<file path="src/rtl/adder15_if.sv">
// Operand/result bus for the registered carry-lookahead adder.
// The master drives operands and samples results; the adder sits on the slave side.
interface adder15_if #(
  parameter int unsigned WIDTH = 15
);
  logic             in_valid;
  logic [WIDTH-1:0] A;
  logic [WIDTH-1:0] B;
  logic             C;
  logic [WIDTH-1:0] S;
  logic             C_out;
  logic             out_valid;

  modport master (
    output in_valid, A, B, C,
    input  S, C_out, out_valid
  );

  modport slave (
    input  in_valid, A, B, C,
    output S, C_out, out_valid
  );
endinterface

</file>
<file path="src/rtl/adder15.sv">
// Registered WIDTH-bit adder: {C_out,S} = A + B + C through a two-level
// carry-lookahead network, captured on clk when in_valid is high.
module adder15 #(
  parameter int unsigned WIDTH = 15,
  parameter int unsigned GROUP = 4
) (
  input  logic       clk,
  input  logic       rst_n,
  adder15_if.slave   bus
);

  localparam int unsigned NG = (WIDTH + GROUP - 1) / GROUP;

  logic [WIDTH-1:0] g;
  logic [WIDTH-1:0] p;
  logic [WIDTH-1:0] c;
  logic [NG-1:0]    gg;
  logic [NG-1:0]    gp;
  logic [NG:0]      cg;
  logic [WIDTH-1:0] sum_c;
  logic             cout_c;

  // Bit generate/propagate and group generate/propagate; the last group may be partial.
  always_comb begin
    logic ggk;
    logic gpk;
    g  = bus.A & bus.B;
    p  = bus.A ^ bus.B;
    gg = '0;
    gp = '0;
    for (int unsigned k = 0; k < NG; k++) begin
      ggk = 1'b0;
      gpk = 1'b1;
      for (int unsigned j = 0; j < GROUP; j++) begin
        if (k * GROUP + j < WIDTH) begin
          ggk = g[k*GROUP+j] | (p[k*GROUP+j] & ggk);
          gpk = gpk & p[k*GROUP+j];
        end
      end
      gg[k] = ggk;
      gp[k] = gpk;
    end
  end

  // Second-level lookahead: each group carry is a flat sum of products of
  // lower group terms and the carry-in, so no carry ripples between groups.
  always_comb begin
    logic acc;
    logic pp;
    cg    = '0;
    cg[0] = bus.C;
    for (int unsigned k = 0; k < NG; k++) begin
      acc = 1'b0;
      pp  = 1'b1;
      for (int unsigned jj = 0; jj < NG; jj++) begin
        if (jj <= k) begin
          acc = acc | (pp & gg[k-jj]);
          pp  = pp & gp[k-jj];
        end
      end
      cg[k+1] = acc | (pp & bus.C);
    end
  end

  // Per-bit carries expanded from the owning group's carry-in.
  always_comb begin
    logic acc;
    logic pp;
    int unsigned base;
    c = '0;
    for (int unsigned i = 0; i < WIDTH; i++) begin
      base = (i / GROUP) * GROUP;
      acc  = 1'b0;
      pp   = 1'b1;
      for (int unsigned jj = 0; jj < GROUP; jj++) begin
        if (jj < i - base) begin
          acc = acc | (pp & g[i-1-jj]);
          pp  = pp & p[i-1-jj];
        end
      end
      c[i] = acc | (pp & cg[i/GROUP]);
    end
  end

  assign sum_c  = p ^ c;
  assign cout_c = cg[NG];

  // Result registers: capture on in_valid, otherwise hold and drop out_valid.
  always_ff @(posedge clk or negedge rst_n) begin
    if (!rst_n) begin
      bus.S         <= '0;
      bus.C_out     <= 1'b0;
      bus.out_valid <= 1'b0;
    end else if (bus.in_valid) begin
      bus.S         <= sum_c;
      bus.C_out     <= cout_c;
      bus.out_valid <= 1'b1;
    end else begin
      bus.out_valid <= 1'b0;
    end
  end

endmodule

</file>
<file path="src/flat_wrapper.sv">
// flat-port wrapper written by rule: the top's interface ports become plain ports
module adder15_flat 
#(
  parameter int unsigned WIDTH = 15,
  parameter int unsigned GROUP = 4
)
  (clk, rst_n, bus_in_valid, bus_A, bus_B, bus_C, bus_S, bus_C_out, bus_out_valid);
  adder15_if #(.WIDTH(WIDTH)) bus_i ();
  input  logic clk;
  input  logic rst_n;
  input wire logic [$bits(bus_i.in_valid)-1:0] bus_in_valid;
  input wire logic [$bits(bus_i.A)-1:0] bus_A;
  input wire logic [$bits(bus_i.B)-1:0] bus_B;
  input wire logic [$bits(bus_i.C)-1:0] bus_C;
  output wire logic [$bits(bus_i.S)-1:0] bus_S;
  output wire logic [$bits(bus_i.C_out)-1:0] bus_C_out;
  output wire logic [$bits(bus_i.out_valid)-1:0] bus_out_valid;
  assign bus_i.in_valid = bus_in_valid;
  assign bus_i.A = bus_A;
  assign bus_i.B = bus_B;
  assign bus_i.C = bus_C;
  assign bus_S = bus_i.S;
  assign bus_C_out = bus_i.C_out;
  assign bus_out_valid = bus_i.out_valid;
  adder15 #(.WIDTH(WIDTH), .GROUP(GROUP)) u_core (.clk(clk), .rst_n(rst_n), .bus(bus_i));
endmodule
</file>
<file path="config.mk">
export PLATFORM = sky130hd
export DESIGN_NAME = adder15_flat
export DESIGN_NICKNAME = d
export VERILOG_FILES = /design/src/rtl/adder15_if.sv /design/src/rtl/adder15.sv /design/src/flat_wrapper.sv
export SDC_FILE = /design/constraint.sdc
export NUM_CORES = 1
export LEC_CHECK = 0
export BUFFER_PORTS_ARGS = -buffer_cell sky130_fd_sc_hd__buf_2
export CAP_MARGIN = 25
export CORE_MARGIN = 2
export CORE_UTILIZATION = 43
export DETAILED_ROUTE_END_ITERATION = 16
export PLACE_DENSITY = 0.75
export SLEW_MARGIN = 20
export SYNTH_ARGS = -nofsm -noshare
export SYNTH_HDL_FRONTEND = slang
export SYNTH_SLANG_ARGS = --single-unit
export TNS_END_PERCENT = 5
</file>
<file path="constraint.sdc">
create_clock -name clk -period 0.8 [get_ports clk]
set_input_delay 0.08 -clock clk [delete_from_list [all_inputs] [get_ports clk]]
set_output_delay 0.08 -clock clk [all_outputs]
set_load 0.01 [all_outputs]
</file>
**Yosys cells after proc, flatten, opt, wreduce, memory -nomap -nowiden**

Index checks and enable logic that the tools add are counted.
Widths: inputs -> output; s select.

- Register bits after elaboration: 17
- Word-level logic and storage cells: 106
- Bits of input ports: 34

- Mux-type cells: 1
- Bitwise logic cells: 102

Operators by type and width:

| operator | count |
|---|---|
| $and 1x1->1 | 61 |
| $or 1x1->1 | 38 |
| $xor 15x15->15 | 2 |
| $and 15x15->15 | 1 |
| $mux 1 | 1 |

**Longest topological paths before layout**

- Word-level depth: 14
- Gate-level depth with buffers: 9

**Worst setup path after synthesis**

Ideal clock, no wire load.

- Path type: in2reg
- From: in bus_B[0]
- To: reg u_core.bus.S[12]
- Library setup time: 0.125 ns
- Slack: -1.367 ns
- Data arrival time: 2.043 ns
- Stages on the path: 8
- Cells stage by stage: ha_1 -> a211oi_2 -> nor3_2 -> o31ai_4 -> o21ai_0 -> a21o_1 -> fa_1 -> mux2_2

- Cells in the longest elaborated chain, start to end: 11

Ends and longest elaborated chain:

| element | line | text |
|---|---|---|
| start, declared | flat_wrapper.sv:13 | `input wire logic [$bits(bus_i.B)-1:0] bus_B;` |
| $and 15x15->15 | adder15.sv:27 | `g = bus.A & bus.B;` |
| $and 1x1->1 | adder15.sv:36 | `ggk = g[k*GROUP+j] \| (p[k*GROUP+j] & ggk);` |
| $or 1x1->1 | adder15.sv:36 |  |
| $and 1x1->1 | adder15.sv:36 |  |
| $or 1x1->1 | adder15.sv:36 |  |
| $and 1x1->1 | adder15.sv:36 |  |
| $or 1x1->1 | adder15.sv:36 |  |
| $and 1x1->1 | adder15.sv:57 | `acc = acc \| (pp & gg[k-jj]);` |
| $or 1x1->1 | adder15.sv:57 |  |
| $or 1x1->1 (*) | adder15.sv:61 | `cg[k+1] = acc \| (pp & bus.C);` |
| $xor 15x15->15 (*) | adder15.sv:85 | `assign sum_c = p ^ c;` |
| via u_core.sum_c[12] | adder15.sv:20 | `logic [WIDTH-1:0] sum_c;` |
| end signal, assigned | adder15.sv:95 | `bus.S <= sum_c;` |
| end, declared | adder15_if.sv:21 | `output S, C_out, out_valid` |

The timed path passes the listed nets; every way through them passes the cells marked *.
A chain may end at the register's enable or synchronous reset.

**Final worst setup path**

- From: in bus_A[5]
- To: reg u_core.bus.S[9]

- Cells in the longest elaborated chain, start to end: 12

Ends and longest elaborated chain:

| element | line | text |
|---|---|---|
| start, declared | flat_wrapper.sv:12 | `input wire logic [$bits(bus_i.A)-1:0] bus_A;` |
| $xor 15x15->15 | adder15.sv:28 | `p = bus.A ^ bus.B;` |
| $and 1x1->1 | adder15.sv:36 |  |
| $or 1x1->1 | adder15.sv:36 |  |
| $and 1x1->1 | adder15.sv:36 |  |
| $or 1x1->1 | adder15.sv:36 |  |
| $and 1x1->1 | adder15.sv:36 |  |
| $or 1x1->1 | adder15.sv:36 |  |
| $or 1x1->1 | adder15.sv:57 |  |
| $or 1x1->1 (*) | adder15.sv:61 |  |
| $and 1x1->1 (*) | adder15.sv:81 | `c[i] = acc \| (pp & cg[i/GROUP]);` |
| $or 1x1->1 (*) | adder15.sv:81 |  |
| $xor 15x15->15 (*) | adder15.sv:85 |  |

Every way passes the cells marked *; elsewhere a longest branch is shown, timed or not.

==> results.py <==
metrics = {
    "route": {
        "drtAntennaViolNets": 0,
        "drt_iter0_markers": 17,
        "vias": 1315,
        "wl_per_cell_um": 14.6,
        "first_pass_iters": 4,
        "wl_um": 3480,
        "drc": 0,
        "routed_via_density": 5.53,
    },
    "synth": {
        "synth_simple_gate_area_share_pct": 13.5,
        "synth_compound_area_share_pct": 20.2,
        "synth.most_common_cell": "dfrtp_1",
        "synth_area_leaders": "dfrtp_1 (33%), ha_1 (15%), fa_1 (6.3%)",
        "syn_inst": 127,
        "ys_seq_area_share_pct": 33.5,
        "synth_area_sq_um": 1270,
        "yosys.area_share.xor_xnor_pct": 3.45,
        "synthArstFlopShare_pct": 100,
        "synth_top_area_share_pct": 33.5,
        "post_synth_fa_ha_maj_area_fraction_pct": 21.1,
        "synthesis.area_per_instance_sq_um": 10.0,
        "synth_cell_type_count": 34,
        "ys_warn_count": 0,
        "synth_top_family_by_area": "adder cells",
        "ys.flop_type": "dfrtp_1",
        "synthMuxAreaShare_pct": 4.43,
        "netlist_top_cells_count": "dfrtp_1 (17), ha_1 (15), inv_1 (10)",
        "synth_edf_count": 0,
        "synth_area_leader_cell": "dfrtp_1",
        "yosys_register_bits": 17,
        "syn-num-nets": 180,
    },
    "sta": {
        "worstMarginPinSlew_ns": 0.418,
        "timing.hold.ws_ns": 0.136,
        "finalHoldViolCount": 0,
        "finalSetupViolCount": 32,
        "slew_violations": 0,
        "finalSetupTns_ns": -10.57,
        "fin_ws_ns": -1.05,
        "relSlewSlack_pct": 72.2,
        "finalCritPeriodShare_pct": 231,
        "skew_ns": 0,
        "fmax_mhz": 540,
        "rsz0062_at_grt": "true",
        "period_needed_ns": 1.85,
    },
    "clock_tree": {
        "cts_tree": "done",
        "cts_buffers": 3,
        "clock-root-buffer": "clkbuf_4",
        "htree_levels": 1,
        "path_clk_slew_ns": 0.11,
        "clockBufferDepth": 2,
        "cts.sinks": 17,
        "clk_latency_ns": 0.30,
    },
    "job": {
        "max-cap-violations": 0,
    },
    "final_layout": {
        "final_nets": 261,
        "syn_to_final_growth_pct": 55.6,
        "final_util_pct": 71.0,
        "diodes": 0,
        "layout-drive-gt1-share_pct": 54.1,
    },
    "pwr": {
        "p_total_uw": 2950,
        "leakage_uw": 0.000959,
        "vdd_drop_max_mv": 1.14,
        "power_density_nw_per_um2": 1490,
    },
    "die": {
        "fp.dieArea_sq_um": 3400,
        "io_pins": 51,
        "std_cell_rows": 19,
        "core_area_sq_um": 2780,
        "die_w_um": 58.3,
        "fp.dieH_um": 58.3,
        "initial_core_util_pct": 45.7,
    },
    "hold_path": {
        "hold_path.class": "input port to flip-flop",
        "min_from": "bus_in_valid",
    },
    "place": {
        "dp.final_hpwl_um": 2640,
        "port_buffers": 50,
        "preCtsSetupSlack_ns": -1.40,
        "gp_congestion": 0.757,
    },
    "run_status": {
        "status": "complete, but fails checks",
        "failed_checks": "negative setup slack",
    },
    "global_routing": {
        "antenna_found_initial": 0,
        "grt_pass1_wl_um": 5390,
        "grt_pass1_vias": 1342,
        "grt_max_degree": 19,
        "grt_overflow": 0,
        "track_usage_pct": 20.4,
    },
    "worst_setup_path": {
        "cp-start-kind": "input port",
        "end_kind": "flip-flop",
        "cp.required_ns": 1.00,
        "reg2reg_from": "u_core.bus.S[11]",
        "crit_start": "bus_A[5]",
        "path_max_fanout": 4,
        "crit_type": "input port to flip-flop",
        "critical_path_arrival_ns": 2.05,
    },
}
[worst paths after layout]
check	to	slack, ns	cells past startpoint
max in group asynchronous	u_core.bus.S[11]	0.26	2
min in group asynchronous	u_core.bus.S[3]	0.25	2
hold reg to reg	u_core.bus.S[6]	0.49	1
setup reg to reg	u_core.bus.S[11]	-0.11	2
setup / recovery	u_core.bus.S[9]	-1.05	10
hold / removal	u_core.bus.out_valid	0.14	2
[metal layers]
| layer | wire [um] | global-route usage, % |
|---|---|---|
| met5 | 0 | 0 |
| met4 | 36 | 7.97 |
| met3 | 150 | 1.76 |
| met2 | 1980 | 39.6 |
| met1 | 1310 | 22.5 |
[worst max-delay path, stage by stage]
cell and delay (ns):
buf_2 0.12, ha_4 0.30, nand2_1 0.08, o21ai_2 0.28
o21a_1 0.22, o21a_1 0.17, nor2_2 0.05, fa_1 0.37
xnor2_1 0.13, mux2_2 0.26
[placed cells by master, fill, tap and decap left out, types with 2 or more instances in the layout]
master,instances
buf_4,26
o21ai_1,3
nor3_2,2
fa_2,3
o21a_1,3
inv_1,10
nand4_1,3
nor2b_1,2
buf_6,4
o211ai_1,4
clkbuf_4,3
ha_1,9
nand2_1,7
a21oi_2,3
nor3_1,3
a21oi_1,4
o21ai_2,2
or3_1,2
nor2_1,7
mux2_2,5
xnor2_1,5
buf_2,47
dfrtp_1,17
ha_4,6
a21o_1,5
[stage by stage]
| step | instance area (sq um) | cells |
|---|---|---|
| floorplan | 1320 | 127 |
| global placement | 1800 | 232 |
| detailed placement | 1800 | 232 |
| CTS | 1900 | 237 |
| global route | 1980 | 238 |
| finish | 1980 | 238 |
[layout make-up]
class,instances,area [sq um]
multi-input cells,97,946
fillers,209,806
repair buffers,79,500
flip-flops and latches,17,425
well taps,31,38.8
inverters,10,37.5
clock buffers,3,22.5
clock inverters,1,5.00
[sequential cells by signal (all words and copies together) (netlist names)]
| signal | flops |
|---|---|
| u_core.bus.S | 15 |
| u_core.bus.C_out | 1 |
| u_core.bus.out_valid | 1 |
[what timing repair did]
item	4_1_cts	5_1_grt
hold buffers	1	0
endpoints found under the hold margin	17	0
cloned	0	0
endpoints found under the setup margin	32	32
resized for setup	15	11
buffers inserted	0	1
pin swaps	10	8
[power by group]
group	internal [uW]	leakage [uW]	switching (uW)
registers	1020	0.000200	83.2
logic	707	0.000741	642
clock network	186	0.0000177	307
[cell families (layout without fill, tap and decap cells)]
family,after synthesis,count (layout)
fa+ha+maj,19,19
mux,5,5
flops,17,17
xor+xnor,5,5
compound gates,35,35
simple gates,33,33
buf+inv,13,93
(Power assumes the default switching activity.)
